--- src/rtl/uart_rx_mc.sv ---
// UART receiver: 3-sample majority vote, runtime baud divisor, optional parity, 1-2 stop bits, per-frame error flags, FWFT frame FIFO.
// Latency: frame written to the FIFO the cycle after the final stop-bit vote; rx_valid rises one cycle later.
// Backpressure: rx_ready pops the head; a frame arriving on a full FIFO without a same-cycle pop is dropped and pulses rx_overrun.
// Optional simulation-only console print of received characters: define UART_RX_MC_PRINT_EN.
module uart_rx_mc #(
    parameter int DATA_BITS  = 8,
    parameter int PARITY     = 0,
    parameter int STOP_BITS  = 1,
    parameter int OVERSAMPLE = 16,
    parameter int DIV_W      = 16,
    parameter int FIFO_DEPTH = 4
) (
    input  logic                          clk,
    input  logic                          resetn,
    input  logic                          rx_en,
    input  logic                          rxd,
    input  logic [DIV_W-1:0]              baud_div,
    output logic                          rx_valid,
    input  logic                          rx_ready,
    output logic [DATA_BITS-1:0]          rx_data,
    output logic                          rx_perr,
    output logic                          rx_ferr,
    output logic                          rx_break,
    output logic                          rx_overrun,
    output logic [$clog2(FIFO_DEPTH):0]   fifo_level
);
    localparam int SW = $clog2(OVERSAMPLE);
    localparam int AW = $clog2(FIFO_DEPTH);

    typedef enum logic [2:0] {S_IDLE, S_START, S_DATA, S_PARITY, S_STOP} state_t;

    typedef struct packed {
        logic                 brk;
        logic                 ferr;
        logic                 perr;
        logic [DATA_BITS-1:0] data;
    } ent_t;

    logic                 rxd_m, rxd_s, rxd_d;
    state_t               state;
    logic [DIV_W-1:0]     div_q, presc;
    logic [SW-1:0]        scnt;
    logic [3:0]           bcnt;
    logic                 smp0, smp1;
    logic [DATA_BITS-1:0] shreg;
    logic                 perr, ferr, par_bit, stop_or;
    logic                 push_vld;
    ent_t                 push_ent;

    ent_t                 mem [FIFO_DEPTH];
    logic [AW-1:0]        wr_ptr, rd_ptr;

    logic fall, tick, at_s0, at_s1, at_vote, bit_end, vote;
    logic pop, full, wr;

    // Two-flop synchroniser plus one delay stage for edge detection; frozen while disabled
    always_ff @(posedge clk or negedge resetn) begin
        if (!resetn) begin
            rxd_m <= 1'b1;
            rxd_s <= 1'b1;
            rxd_d <= 1'b1;
        end else if (rx_en) begin
            rxd_m <= rxd;
            rxd_s <= rxd_m;
            rxd_d <= rxd_s;
        end
    end

    assign fall    = rxd_d & ~rxd_s;
    assign tick    = (state != S_IDLE) && (presc == '0);
    assign at_s0   = tick && (scnt == SW'(OVERSAMPLE/2 - 1));
    assign at_s1   = tick && (scnt == SW'(OVERSAMPLE/2));
    assign at_vote = tick && (scnt == SW'(OVERSAMPLE/2 + 1));
    assign bit_end = tick && (scnt == SW'(OVERSAMPLE - 1));
    // third sample is taken live on the vote tick
    assign vote    = (smp0 & smp1) | (smp0 & rxd_s) | (smp1 & rxd_s);

    // Frame FSM with prescaler, sample counter and frame assembly
    always_ff @(posedge clk or negedge resetn) begin
        if (!resetn) begin
            state    <= S_IDLE;
            div_q    <= '0;
            presc    <= '0;
            scnt     <= '0;
            bcnt     <= '0;
            smp0     <= 1'b0;
            smp1     <= 1'b0;
            shreg    <= '0;
            perr     <= 1'b0;
            ferr     <= 1'b0;
            par_bit  <= 1'b0;
            stop_or  <= 1'b0;
            push_vld <= 1'b0;
            push_ent <= '0;
        end else begin
            push_vld <= 1'b0;
            if (!rx_en) begin
                state <= S_IDLE;
            end else begin
                if (state != S_IDLE) begin
                    presc <= (presc == '0) ? div_q : presc - DIV_W'(1);
                    if (tick) scnt <= (scnt == SW'(OVERSAMPLE - 1)) ? '0 : scnt + SW'(1);
                    if (at_s0) smp0 <= rxd_s;
                    if (at_s1) smp1 <= rxd_s;
                end
                case (state)
                    S_IDLE: begin
                        if (fall) begin
                            state   <= S_START;
                            div_q   <= baud_div;
                            presc   <= '0;
                            scnt    <= '0;
                            bcnt    <= '0;
                            perr    <= 1'b0;
                            ferr    <= 1'b0;
                            par_bit <= 1'b0;
                            stop_or <= 1'b0;
                        end
                    end
                    S_START: begin
                        if (at_vote && vote) state <= S_IDLE;
                        else if (bit_end)    state <= S_DATA;
                    end
                    S_DATA: begin
                        if (at_vote) shreg <= {vote, shreg[DATA_BITS-1:1]};
                        if (bit_end) begin
                            if (bcnt == 4'(DATA_BITS - 1)) begin
                                bcnt  <= '0;
                                state <= (PARITY != 0) ? S_PARITY : S_STOP;
                            end else begin
                                bcnt <= bcnt + 4'd1;
                            end
                        end
                    end
                    S_PARITY: begin
                        if (at_vote) begin
                            par_bit <= vote;
                            // odd wants XOR(data,parity)=1, even wants 0
                            perr    <= (^shreg) ^ vote ^ (PARITY == 1);
                        end
                        if (bit_end) state <= S_STOP;
                    end
                    S_STOP: begin
                        if (at_vote) begin
                            if (bcnt == 4'(STOP_BITS - 1)) begin
                                // leave on the final vote so the next start edge can be caught half a bit early
                                push_vld      <= 1'b1;
                                push_ent.data <= shreg;
                                push_ent.perr <= perr;
                                push_ent.ferr <= ferr | ~vote;
                                push_ent.brk  <= (shreg == '0) & ~par_bit & ~stop_or & ~vote;
                                state         <= S_IDLE;
                            end else begin
                                ferr    <= ferr | ~vote;
                                stop_or <= stop_or | vote;
                            end
                        end
                        if (bit_end) bcnt <= bcnt + 4'd1;
                    end
                    default: state <= S_IDLE;
                endcase
            end
        end
    end

    assign pop  = rx_valid & rx_ready;
    assign full = (fifo_level == (AW+1)'(FIFO_DEPTH));
    assign wr   = push_vld & (~full | pop);

    // Frame FIFO; a same-cycle pop frees the slot a full-FIFO push needs
    always_ff @(posedge clk or negedge resetn) begin
        if (!resetn) begin
            for (int i = 0; i < FIFO_DEPTH; i++) mem[i] <= '0;
            wr_ptr     <= '0;
            rd_ptr     <= '0;
            fifo_level <= '0;
            rx_overrun <= 1'b0;
        end else begin
            rx_overrun <= push_vld & full & ~pop;
            if (wr) begin
                mem[wr_ptr] <= push_ent;
                wr_ptr      <= wr_ptr + AW'(1);
            end
            if (pop) rd_ptr <= rd_ptr + AW'(1);
            if (wr && !pop)      fifo_level <= fifo_level + 1'b1;
            else if (pop && !wr) fifo_level <= fifo_level - 1'b1;
        end
    end

    assign rx_valid = (fifo_level != '0);
    assign rx_data  = mem[rd_ptr].data;
    assign rx_perr  = mem[rd_ptr].perr;
    assign rx_ferr  = mem[rd_ptr].ferr;
    assign rx_break = mem[rd_ptr].brk;

`ifdef UART_RX_MC_PRINT_EN
    string line_buf = "";

    // Line-buffered console echo of every frame written into the FIFO
    always @(negedge clk) begin
        if (resetn && wr) begin
            if (push_ent.brk)
                line_buf = {line_buf, "<BRK>"};
            else if (push_ent.ferr)
                line_buf = {line_buf, "<FERR>"};
            else if (8'(push_ent.data) == 8'd10 || 8'(push_ent.data) == 8'd13) begin
                $write("%s\n", line_buf);
                line_buf = "";
            end else
                line_buf = {line_buf, $sformatf("%c", 8'(push_ent.data))};
            if (line_buf.len() >= 256) begin
                $write("%s\n", line_buf);
                line_buf = "";
            end
        end
    end
`endif

endmodule

--- config.mk ---
export PLATFORM = sky130hd
export DESIGN_NAME = uart_rx_mc
export DESIGN_NICKNAME = d
export VERILOG_FILES = /design/src/rtl/uart_rx_mc.sv
export SDC_FILE = /design/constraint.sdc
export NUM_CORES = 1
export LEC_CHECK = 0
export CAP_MARGIN = 25
export CORE_MARGIN = 4
export CORE_UTILIZATION = 57
export DETAILED_ROUTE_END_ITERATION = 7
export DONT_BUFFER_PORTS = 1
export GPL_TIMING_DRIVEN = 0
export PLACE_DENSITY = 0.75
export SETUP_SLACK_MARGIN = 0.1
export SYNTH_ARGS = -nofsm -noshare
export SYNTH_HDL_FRONTEND = slang
export SYNTH_SLANG_ARGS = --single-unit
--- constraint.sdc ---
create_clock -name clk -period 2.3 [get_ports clk]
set_input_delay 0.46 -clock clk [delete_from_list [all_inputs] [get_ports clk]]
set_output_delay 0.46 -clock clk [all_outputs]
set_load 0.05 [all_outputs]
==> qor.csv <==
stage;metric;value;unit
run_status;outcome;finished with violations;
run_status;violations;negative hold slack, negative setup slack;
finish;syn_to_final_growth;23.0;%
grt;grtUsageMet3;4.95;%
yosys;synthAdderAreaFrac;4.05;%
yosys;synth_compound_area_share;8.53;%
power_and_ir_drop;power.share.switching;33.1;%
routing;drt_pre_antenna_iters;5;
sta;hold_viol;124;
sta;finClkSkew;0.0135;ns
yosys;synthArstFlopShare;100;%
critical_path;reg2reg_to;bcnt[1];
power_and_ir_drop;seq_power_share;35.5;%
sta;timing.slew.headroom;65.1;%
worst_hold_path;min_path_type;primary input to async pin;
grt;met2_usage;41.5;%
grt;gr-total-overflow;0;
critical_path;crit_chain;or3_1 -> buf_6 -> or3_4 -> or3_4 -> maj3_2 -> nand2b_4 -> mux2_4;
routing;num_vias;4509;
power_and_ir_drop;powerDensity;1040;nW/um^2
clocking;root_buffer;clkbuf_8;
clocking;worstSkewPairLatency;0.53;ns
grt;antenna_found_initial;0;
power_and_ir_drop;power_frac_clock;33.3;%
finish;diodes;0;
power_and_ir_drop;comb_power_share;31.3;%
sta;fin_crit;2.51;ns
critical_path;slowest_stage;or3_4;
sta;fmax;399;MHz
critical_path;cp-end-kind;flip-flop;
clocking;cts_tree;done;
sta;period_share;109;%
yosys;syn_area;5960;sq um
critical_path;crit_type;flip-flop to flip-flop;
sta;grt_setup_unrepaired;true;
grt;grt_start_max_net_pins;125;
routing;wl_per_cell;20.0;um
floorplan;design.core.area;10200;sq um
grt;track_usage;23.9;%
routing;drtIter0Drc;348;
critical_path;startpoint_type;flip-flop;
floorplan;row_count;37;
finish;nets;632;
yosys;yosys_warnings;0;
yosys;synth_top_family_by_area;multiplexers;
critical_path;worstPathRequired;2.72;ns
floorplan;die_h;110;um
clocking;ctsLongestPathBuffers;2;
yosys;synth_xor_area_share;1.62;%
sta;worst_pin_slew;0.524;ns
yosys;avgSynthCellArea;10.9;sq um
critical_path;crit_path_max_incr_delay;0.40;ns
routing;drc;0;
floorplan;start_util;58.2;%
routing;detail_route.vias_per_cell;6.07;
finish;fin_util;71.7;%
yosys;muxShareOfSynthArea;16.2;%
yosys;syn-instance-count;547;
yosys;syn_nets;585;
sta;slew_viol_final;0;
place;hpwl;8590;um
place;place_congestion;0.834;
sta;setup_violations;23;
sta;layout_setup_ws;-0.209;ns
power_and_ir_drop;p_int;5.12;mW
grt;grtUsageMet1;27.8;%
power_and_ir_drop;ir_drop;0.924;mV
place;io_buffers;0;
grt;gr-max-usage-layer;met2;
grt;grt_pass1_vias;4568;
floorplan;ioPinCount;37;
critical_path;r2r_slack;-0.21;ns
sta;hold_slack;-0.380;ns
yosys;synth_edf_count;0;
clocking;cts_max_level;4;
critical_path;reg2reg_depth;7;
finish;fin_area;7330;sq um
yosys;synth-simple-area-share;14.5;%
yosys;ys_types;49;
floorplan;dieArea;12200;sq um
yosys;yosys_most_used_dff;dfrtp_1;
routing;antenna_left;0;
place;place_area;6150;sq um
grt;grt_first_pass_wirelength;21900;um
yosys;synth_seq_area_share;52.1;%
power_and_ir_drop;p_leak;3.45;nW
power_and_ir_drop;switchingPower;2.53;mW
flow_run;max-cap-violations;0;
clocking;cts.sinks;124;
yosys;ys_ff_latch;124;
finish;drive_gt1_share;31.6;%
clocking;path_clk_slew;0.07;ns
critical_path;path_max_fanout;3;
clocking;cts_buffers;17;
critical_path;cp.arrival;2.93;ns
floorplan;fp.dieW;110;um
routing;wl;14900;um
critical_path;path_common_cell;or3_4;
critical_path;r2r-start;presc[8];
-- metal layers --
| metal | wire [um] | up-vias |
|---|---|---|
| met5 | 0 | - |
| met4 | 457 | 0 |
| met3 | 867 | 54 |
| met2 | 7850 | 199 |
| met1 | 5700 | 2238 |
| li1 | - | 2018 |
-- critical path, delay by kind of cell (launching register included) --
| family | cells | cell delay (ns) |
|---|---|---|
| flip-flops | 1 | 0.39 |
| buffers and inverters | 1 | 0.13 |
| AND/OR/NAND/NOR | 4 | 1.27 |
| adder cells (fa/ha/maj) | 1 | 0.31 |
| multiplexers | 1 | 0.31 |
-- placed cells by master (no fill, tap or decap), types with 4 or more instances in the layout --
master	instances
nand3_1	14
nor3_1	10
a21oi_1	19
buf_8	5
buf_6	13
o21ai_1	21
nor2_1	30
nand4_1	4
nor4_1	4
mux2_2	52
inv_1	18
clkbuf_1	7
mux2_4	11
buf_12	4
xnor2_1	8
nand2b_1	4
clkbuf_16	17
clkbuf_2	8
dfrtp_1	116
mux4_2	11
ha_1	15
nand2_1	79
buf_4	17
o21ai_0	26
-- registers in the layout, indices dropped and copies added, names as in the netlist --
signal and count:
rx_overrun 1, par_bit 1, rxd_m 1, push_ent 11
perr 1, rxd_d 1, div_q 16, shreg 8
scnt 4, state 3, ferr 1, wr_ptr 2
presc 16, fifo_level 3, stop_or 1, bcnt 4
smp0 1, mem 44, rd_ptr 2, push_vld 1
smp1 1, rxd_s 1
-- cell families after synthesis --
group | Yosys count
AND/OR/NAND/NOR | 184
flip-flops | 124
AO/OA/AOI/OAI | 89
multiplexers | 74
buffers and inverters | 46
adder cells (fa/ha/maj) | 19
XOR/XNOR | 11
-- Yosys cell counts (2+ instances only) --
library cell  count  area (sq um)
or3_4             2          22.5
o211ai_1          2          15.0
a21oi_1          22           110
mux4_2           11           248
dfrtp_1         121          3030
nor2_1           33           124
mux2_4            2          30.0
nor4_1            6          37.5
nand3_1          15          75.1
a22o_1            3          26.3
a31oi_1           3          18.8
ha_1             16           200
o31ai_1           2          15.0
buf_2             4          20.0
xor2_1            3          26.3
o21ai_0          48           240
nand3b_1          2          15.0
xnor2_1           8          70.1
and3b_1           2          17.5
mux2_2           61           687
nand2_1          83           312
and3_1            3          18.8
buf_1             2          7.51
nand2b_1          4          25.0
and2_1            3          18.8
dfstp_2           3          78.8
nand4_1           4          25.0
inv_1            19          71.3
or3_1             4          25.0
clkbuf_1         21          78.8
nor2b_1           3          18.8
nor3b_1           4          30.0
nor3_1           12          60.1
-- power groups by stage --
stage / clock [mW] / combinational (mW) / sequential, mW
3_3_place_gp: 0 / 1.37 / 2.70
4_1_cts: 2.56 / 1.67 / 2.68
6_report: 2.55 / 2.39 / 2.71
3_5_place_dp: 0 / 1.42 / 2.71
2_1_floorplan: 0 / 1.10 / 2.65
5_1_grt: 2.67 / 2.57 / 2.75
-- cell type report --
type / count / area (sq um)
plain buffers: 26 / 236
clock buffers: 19 / 422
clock inverters: 13 / 141
fillers: 644 / 2900
inverters: 19 / 71.3
multi-input cells: 377 / 2880
flip-flops and latches: 124 / 3120
well taps: 136 / 170
repair buffers: 29 / 292
-- how the worst max path moves through the flow --
stage                         from        end  slack, ns  cells past startpoint
after global routing      presc[7]    bcnt[1]      -0.26                      7
after floorplan           presc[7]    bcnt[0]      -0.12                      7
after detailed placement  state[1]   div_q[9]      -0.41                      8
after CTS                 presc[8]    bcnt[1]      -0.18                      7
after global placement    state[1]  div_q[15]      -0.37                      8
final                     presc[8]    bcnt[1]      -0.21                      7
-- what timing repair did --
item                       4_1_cts  5_1_grt
setup endpoints to repair      118       80
setup buffers                   10       15
cloned                           1        3
hold endpoints to repair       124      124
gates resized for setup         52       86
pin swaps                        9       25
-- per-stage QoR --
| stage | power [mW] | TNS (ns) | hold WS [ns] | setup WS [ns] | instances |
|---|---|---|---|---|---|
| 3_5_place_dp | 4.13 | -22.09 | 0.168 | -0.409 | 683 |
| 6_report | 7.65 | -1.85 | -0.380 | -0.209 | 743 |
| 3_3_place_gp | 4.07 | -19.42 | 0.170 | -0.366 | 683 |
| 5_1_grt | 7.98 | -4.34 | -0.396 | -0.264 | 743 |
| 4_1_cts | 6.91 | -2.08 | -0.391 | -0.183 | 725 |
| 2_1_floorplan | 3.75 | -0.884 | 0.164 | -0.117 | 547 |
Power figures use the tool's default switching activity.
